## src/rtl/timing_sequencer_pkg.sv

```systemverilog
// Shared definitions for the timing sequencer: state encoding and default widths.
package timing_sequencer_pkg;

  localparam int DEF_STEP_W = 4;
  localparam int DEF_CNT_W  = 8;
  localparam int NUM_STEPS  = 2 ** DEF_STEP_W;

  typedef enum logic [1:0] {
    ST_IDLE   = 2'd0,
    ST_RUN    = 2'd1,
    ST_HALTED = 2'd2
  } seq_state_e;

endpackage

```

## src/rtl/timing_sequencer_decoder.sv

```systemverilog
// Combinational step-to-one-hot decoder; all lines low when not enabled.
module timing_decoder #(
  parameter int STEP_W = 4
) (
  input  logic [STEP_W-1:0]      step,
  input  logic                   en,
  output logic [2**STEP_W-1:0]   lines
);

  // One-hot decode of the current step, gated by the enable.
  always_comb begin
    lines = '0;
    if (en) begin
      lines[step] = 1'b1;
    end else begin
      lines = '0;
    end
  end

endmodule

```

## src/rtl/timing_sequencer.sv

```systemverilog
// Multicycle timing generator: IDLE/RUN/HALTED FSM, step counter, completion count.
// Optional single-step handshake enabled by TIMING_SEQUENCER_SINGLE_STEP_EN.
module timing_sequencer
  import timing_sequencer_pkg::*;
#(
  parameter int STEP_W = DEF_STEP_W,
  parameter int CNT_W  = DEF_CNT_W
) (
  input  logic                  Clock,
  input  logic                  Reset,
  input  logic                  Start,
  input  logic                  Halt,
  input  logic                  Clear,
  input  logic                  Hold,
  input  logic [STEP_W-1:0]     LastStep,
`ifdef TIMING_SEQUENCER_SINGLE_STEP_EN
  input  logic                  StepReq,
  output logic                  StepAck,
`endif
  output logic [2**STEP_W-1:0]  T,
  output logic [STEP_W-1:0]     Step,
  output logic                  Busy,
  output logic                  Halted,
  output logic                  Done,
  output logic [CNT_W-1:0]      SeqCount
);

  localparam logic [STEP_W-1:0] STEP_MAX = {STEP_W{1'b1}};
  localparam logic [CNT_W-1:0]  CNT_MAX  = {CNT_W{1'b1}};

  seq_state_e         state_r, state_s;
  logic [STEP_W-1:0]  step_r, step_s;
  logic               done_r, done_s;
  logic [CNT_W-1:0]   seq_count_r, seq_count_s;
  logic               advance_s;
  logic               wrap_s;
  logic               ack_s;

`ifdef TIMING_SEQUENCER_SINGLE_STEP_EN
  logic               ack_r;
  assign advance_s = StepReq;
  assign StepAck   = ack_r;
`else
  assign advance_s = 1'b1;
`endif

  // Completion point: programmed last step, or the top of the range when
  // LastStep was lowered below the current step mid-sequence.
  assign wrap_s = (step_r == LastStep) || (step_r == STEP_MAX);

  // Next-state, next-step, completion pulse and saturating count.
  always_comb begin
    state_s     = state_r;
    step_s      = step_r;
    done_s      = 1'b0;
    seq_count_s = seq_count_r;
    ack_s       = 1'b0;
    case (state_r)
      ST_IDLE: begin
        if (Halt) begin
          state_s = ST_HALTED;
        end else if (Start) begin
          state_s = ST_RUN;
          step_s  = '0;
        end else begin
          state_s = ST_IDLE;
        end
      end
      ST_RUN: begin
        if (Halt) begin
          state_s = ST_HALTED;
          step_s  = '0;
        end else if (Clear) begin
          step_s      = '0;
          done_s      = 1'b1;
          seq_count_s = (seq_count_r == CNT_MAX) ? seq_count_r : seq_count_r + 1'b1;
        end else if (Hold) begin
          step_s = step_r;
        end else if (advance_s) begin
          ack_s = 1'b1;
          if (wrap_s) begin
            step_s      = '0;
            done_s      = 1'b1;
            seq_count_s = (seq_count_r == CNT_MAX) ? seq_count_r : seq_count_r + 1'b1;
          end else begin
            step_s = step_r + 1'b1;
          end
        end else begin
          step_s = step_r;
        end
      end
      ST_HALTED: begin
        if (Start) begin
          state_s = ST_RUN;
          step_s  = '0;
        end else begin
          state_s = ST_HALTED;
        end
      end
      default: begin
        state_s = ST_IDLE;
        step_s  = '0;
      end
    endcase
  end

  // State, step counter, completion pulse and sequence count registers.
  always_ff @(posedge Clock) begin
    if (!Reset) begin
      state_r     <= ST_IDLE;
      step_r      <= '0;
      done_r      <= 1'b0;
      seq_count_r <= '0;
    end else begin
      state_r     <= state_s;
      step_r      <= step_s;
      done_r      <= done_s;
      seq_count_r <= seq_count_s;
    end
  end

`ifdef TIMING_SEQUENCER_SINGLE_STEP_EN
  // Acknowledge register for single-step advances.
  always_ff @(posedge Clock) begin
    if (!Reset) begin
      ack_r <= 1'b0;
    end else begin
      ack_r <= ack_s;
    end
  end
`else
  logic unused_s;
  assign unused_s = ack_s;
`endif

  timing_decoder #(.STEP_W(STEP_W)) u_decoder (
    .step  (step_r),
    .en    (state_r == ST_RUN),
    .lines (T)
  );

  assign Step     = step_r;
  assign Busy     = (state_r == ST_RUN);
  assign Halted   = (state_r == ST_HALTED);
  assign Done     = done_r;
  assign SeqCount = seq_count_r;

endmodule

```

## config.mk

```make
export PLATFORM = sky130hd
export DESIGN_NAME = timing_sequencer
export DESIGN_NICKNAME = d
export VERILOG_FILES = /design/src/rtl/timing_sequencer_pkg.sv /design/src/rtl/timing_sequencer_decoder.sv /design/src/rtl/timing_sequencer.sv
export SDC_FILE = /design/constraint.sdc
export NUM_CORES = 1
export LEC_CHECK = 0
export CAP_MARGIN = 20
export CORE_UTILIZATION = 38
export DETAILED_ROUTE_END_ITERATION = 6
export PLACE_DENSITY = 0.79
export SYNTH_ARGS = -nofsm -noshare
export SYNTH_HDL_FRONTEND = slang
export SYNTH_SLANG_ARGS = --single-unit
```

## constraint.sdc

```tcl
create_clock -name Clock -period 1.7 [get_ports Clock]
set_clock_uncertainty 0.15 [all_clocks]
set_input_delay 0.34 -clock Clock [delete_from_list [all_inputs] [get_ports Clock]]
set_output_delay 0.34 -clock Clock [all_outputs]
set_load 0.05 [all_outputs]
```

==> flow_metrics.tcl, run 1 <==
set metrics [dict create \
    portBuffers 40 \
    synthesis.area_sq_um 1000 \
    fp.dieW_um 53.4 \
    place_inst 222 \
    initial_core_util_pct 40.6 \
    num_rows 18 \
    ctsLongestPathBuffers 2 \
    globalplace.congestion 0.840 \
    h-tree-depth 1 \
    ys_types 36 \
    dp_hpwl_um 3660 \
    cts_made_buffers 3 \
    syn-num-nets 139 \
    dpl_cell_area_sq_um 2270 \
    ctsHoldBuffers 0 \
    post_cts_buffers 16 \
    outcome "aborted with a tool error" \
    io_pins 41 \
    pre_cts_ws_ps -578 \
    lastStage "4_1_cts" \
    yosysWarnings 0 \
    async_flop_share_pct 0 \
    ys.flop_type "dfxtp_1" \
    die_h_um 53.4 \
    root_buffer "clkbuf_4" \
    cts_resized 62 \
    synth_edf_count 0 \
    postSynthCellCount 124 \
    error "[ERROR DPL-0038] Utilization greater than 100%, impossible to legalize" \
    numClockSinks 15 \
    yosys_register_bits 15 \
    ys_seq_area_share_pct 29.9 \
    avgSynthCellArea_sq_um 8.10 \
]
==> cell usage after synthesis, types with 2 or more instances <==
cell | count | share of area, %
mux2i_1 | 6 | 6.0
nand2_1 | 16 | 6.0
dfxtp_1 | 15 | 30
o21ai_0 | 4 | 2.0
nor3_1 | 6 | 3.0
ha_1 | 5 | 6.2
nand3_1 | 4 | 2.0
inv_1 | 3 | 1.1
a211oi_1 | 5 | 3.7
or4_1 | 3 | 2.2
nor2_1 | 13 | 4.9
xnor2_1 | 4 | 3.5
a21oi_1 | 4 | 2.0
nor3b_4 | 2 | 3.7
o31ai_1 | 3 | 2.2
nand2b_1 | 10 | 6.2
buf_2 | 2 | 1.0
==> metrics by stage <==
stage	util [%]	setup TNS [ps]
3_3_place_gp	91.8	-4590
3_5_place_dp	91.8	-6220
2_1_floorplan	-	-2660
==> cell families after synthesis <==
kind of cell             Yosys count  share of synthesized area (%)
flip-flops                        15                           29.9
multiplexers                       6                           5.98
AND/OR/NAND/NOR                   64                           35.5
buffers and inverters              8                           3.24
XOR/XNOR                           4                           3.49
adder cells (fa/ha/maj)            5                           6.23
AO/OA/AOI/OAI                     22                           15.7
==> run 2: changes to the inputs <==
--- a/config.mk
+++ b/config.mk
@@ -6,9 +6,9 @@
 export NUM_CORES = 1
 export LEC_CHECK = 0
 export CAP_MARGIN = 20
-export CORE_UTILIZATION = 38
+export CORE_UTILIZATION = 25
 export DETAILED_ROUTE_END_ITERATION = 6
-export PLACE_DENSITY = 0.79
+export PLACE_DENSITY_LB_ADDON = 0.15
 export SYNTH_ARGS = -nofsm -noshare
 export SYNTH_HDL_FRONTEND = slang
 export SYNTH_SLANG_ARGS = --single-unit
==> constraint.sdc (replaced) <==
create_clock -name Clock -period 2.21 [get_ports Clock]
set_clock_uncertainty 0.15 [all_clocks]
set_input_delay 0.442 -clock Clock [delete_from_list [all_inputs] [get_ports Clock]]
set_output_delay 0.442 -clock Clock [all_outputs]
set_load 0.05 [all_outputs]
==> run 2 against run 1 <==
  * The flow now finishes without violations
  * Synthesized cell count unchanged
  * Synthesized area unchanged
==> flow_metrics.tcl, run 2 <==
set metrics [dict create \
    outcome "finished, final reports clean" \
    worst_pin_slew_ps 493 \
    vias 1104 \
    critPathArrivalTime_ps 1520 \
    synthesis.area_sq_um 1000 \
    diodes 0 \
    io_pins 41 \
    hp-class "reg -> reg" \
    ctsLongestPathBuffers 2 \
    cp_cell_sequence "clkdlybuf4s50_1" \
    drive_gt1_share_pct 37.1 \
    most-common-layout-cells "clkdlybuf4s50_1, buf_12, buf_4, nand2_1, dfxtp_1" \
    vias_per_cell 4.88 \
    path_clk_slew_ps 60 \
    globalplace.congestion 0.832 \
    die_area_sq_um 4280 \
    setup_viol 0 \
    clockPowerShare_pct 35.0 \
    max_freq_ghz 0.475 \
    drt-initial-drc-count 46 \
    grt_overflow_total 0 \
    p_per_area_nw_per_um2 327 \
    p_leak_nw 0.625 \
    pwr-share-seq_pct 45.9 \
    die_h_um 65.4 \
    r2r_cells 6 \
    critPathBufInv 1 \
    portBuffers 40 \
    syn-num-nets 139 \
    root_buffer "clkbuf_8" \
    antenna_left 0 \
    grt_pass1_wl_um 4930 \
    ys_seq_area_share_pct 29.9 \
    switching_power_uw 151 \
    cp.depth 1 \
    drv_cap 0 \
    area_delta_synth_final_pct 84.9 \
    grt_pass1_vias 1106 \
    cts_made_buffers 3 \
    critPathTopFamily "buffers and inverters" \
    yosysWarnings 0 \
    required_ps 1620 \
    drt_first_pass_iters 4 \
    largest_register_ffs 8 \
    h-tree-depth 1 \
    period_needed_ps 2110 \
    final_nets 194 \
    ys.flop_type "dfxtp_1" \
    yosysMostFrequentCell "nand2_1" \
    cp-start-kind "flip-flop" \
    cts_tree "built" \
    postSynthCellCount 124 \
    critical-path-max-stage-delay_ps 840 \
    finalCritPeriodShare_pct 95.4 \
    num_rows 22 \
    fp.dieW_um 65.4 \
    relSlewSlack_pct 67.0 \
    rsz0062_at_grt "no" \
    netlist.area_leader.share_pct 29.9 \
    ys_types 36 \
    final_max_slew_viol_count 0 \
    clk_latency_ps 240 \
    yosys_register_bits 15 \
    initial_core_util_pct 26.8 \
    grtUsageTotal_pct 14.9 \
    peakVddDrop_uv 319 \
    dp_hpwl_um 2470 \
    hold_viol_final 0 \
    final_area_sq_um 1860 \
    remaining_drc_errors 0 \
    numClockSinks 15 \
    yosys-top-cells-area "dfxtp_1, ha_1, nand2b_1, mux2i_1, nand2_1" \
    synth_edf_count 0 \
    avgSynthCellArea_sq_um 8.10 \
    switching_share_pct 24.9 \
    grt_max_degree 13 \
    instances_no_fill 226 \
    routed_wl_um 2950 \
    crit_type "reg -> out" \
    combPwrFrac_pct 19.1 \
    power.internal_uw 456 \
    post_cts_buffers 0 \
    core_area_sq_um 3740 \
    hold_depth 2 \
    wire_per_inst_um 13.0 \
    cp_slowest_cell "clkdlybuf4s50_1" \
    antenna_found_initial 0 \
    place_inst 222 \
    worstSetupEndpointType "output port" \
    async_flop_share_pct 0 \
    yosysTopAreaCell "dfxtp_1" \
    dpl_cell_area_sq_um 1810 \
    crit_fanout 7 \
    synth.top_cells.by_count "nand2_1, dfxtp_1, nor2_1" \
]
-- run 2: cell families after synthesis --
kind of cell             after synthesis  share of synthesized area [%]
AO/OA/AOI/OAI                         22                           15.7
flip-flops                            15                           29.9
adder cells (fa/ha/maj)                5                           6.23
multiplexers                           6                           5.98
buffers and inverters                  8                           3.24
XOR/XNOR                               4                           3.49
AND/OR/NAND/NOR                       64                           35.5
-- run 2: repair_timing --
| action | CTS | global route |
|---|---|---|
| endpoints found under the setup margin | 1 | 4 |
| cloned | 0 | 0 |
| hold buffers | 0 | 0 |
| resized for setup | 2 | 1 |
-- run 2: path summary, 6_finish.rpt --
path	start	endpoint	slack [ps]
setup / recovery	SeqCount[3]$_SDFFE_PN0P_	SeqCount[3]	100
hold / removal	SeqCount[1]$_SDFFE_PN0P_	SeqCount[1]$_SDFFE_PN0P_	360
setup reg to reg	Step[0]$_SDFFE_PN0P_	SeqCount[5]$_SDFFE_PN0P_	300
hold reg to reg	SeqCount[1]$_SDFFE_PN0P_	SeqCount[1]$_SDFFE_PN0P_	360
-- run 2: per-stage QoR --
step           setup TNS (ps)  utilization, %  power (mW)  hold WS (ps)  setup slack, ps
3_3_place_gp            -31.5            48.3       0.398           319            -28.7
4_1_cts                     0            49.6       0.615           357             13.9
3_5_place_dp             -207            48.3       0.401           341            -72.6
2_1_floorplan            -656               -       0.347           379            -72.1
6_report                    0            49.6       0.607           360              103
5_1_grt                     0            49.6       0.643           387             15.8
-- run 2: layout make-up --
| cell class | instances | area (sq um) |
|---|---|---|
| multi-input cells | 101 | 759 |
| repair buffers | 54 | 676 |
| fillers | 364 | 1890 |
| flip-flops and latches | 15 | 303 |
| inverters | 4 | 15.0 |
| clock buffers | 4 | 45.0 |
| well taps | 48 | 60.1 |
-- run 2: power by group through the flow --
stage	registers [mW]	logic (mW)	clock network (mW)
finish	0.279	0.116	0.212
global route	0.279	0.125	0.239
CTS	0.279	0.117	0.219
detailed placement	0.285	0.116	0
global placement	0.284	0.113	0
floorplan	0.288	0.0589	0
-- run 2: metal layers --
layer / vias up / GRT usage, % / routed length, um
met1: 533 / 18.1 / 1260
li1: 552 / - / -
met3: 0 / 3.65 / 102
met2: 19 / 27.1 / 1590
met4: 0 / 1.63 / 0
met5: - / 0 / 0
Note: power is estimated with default switching activity, not from simulation.
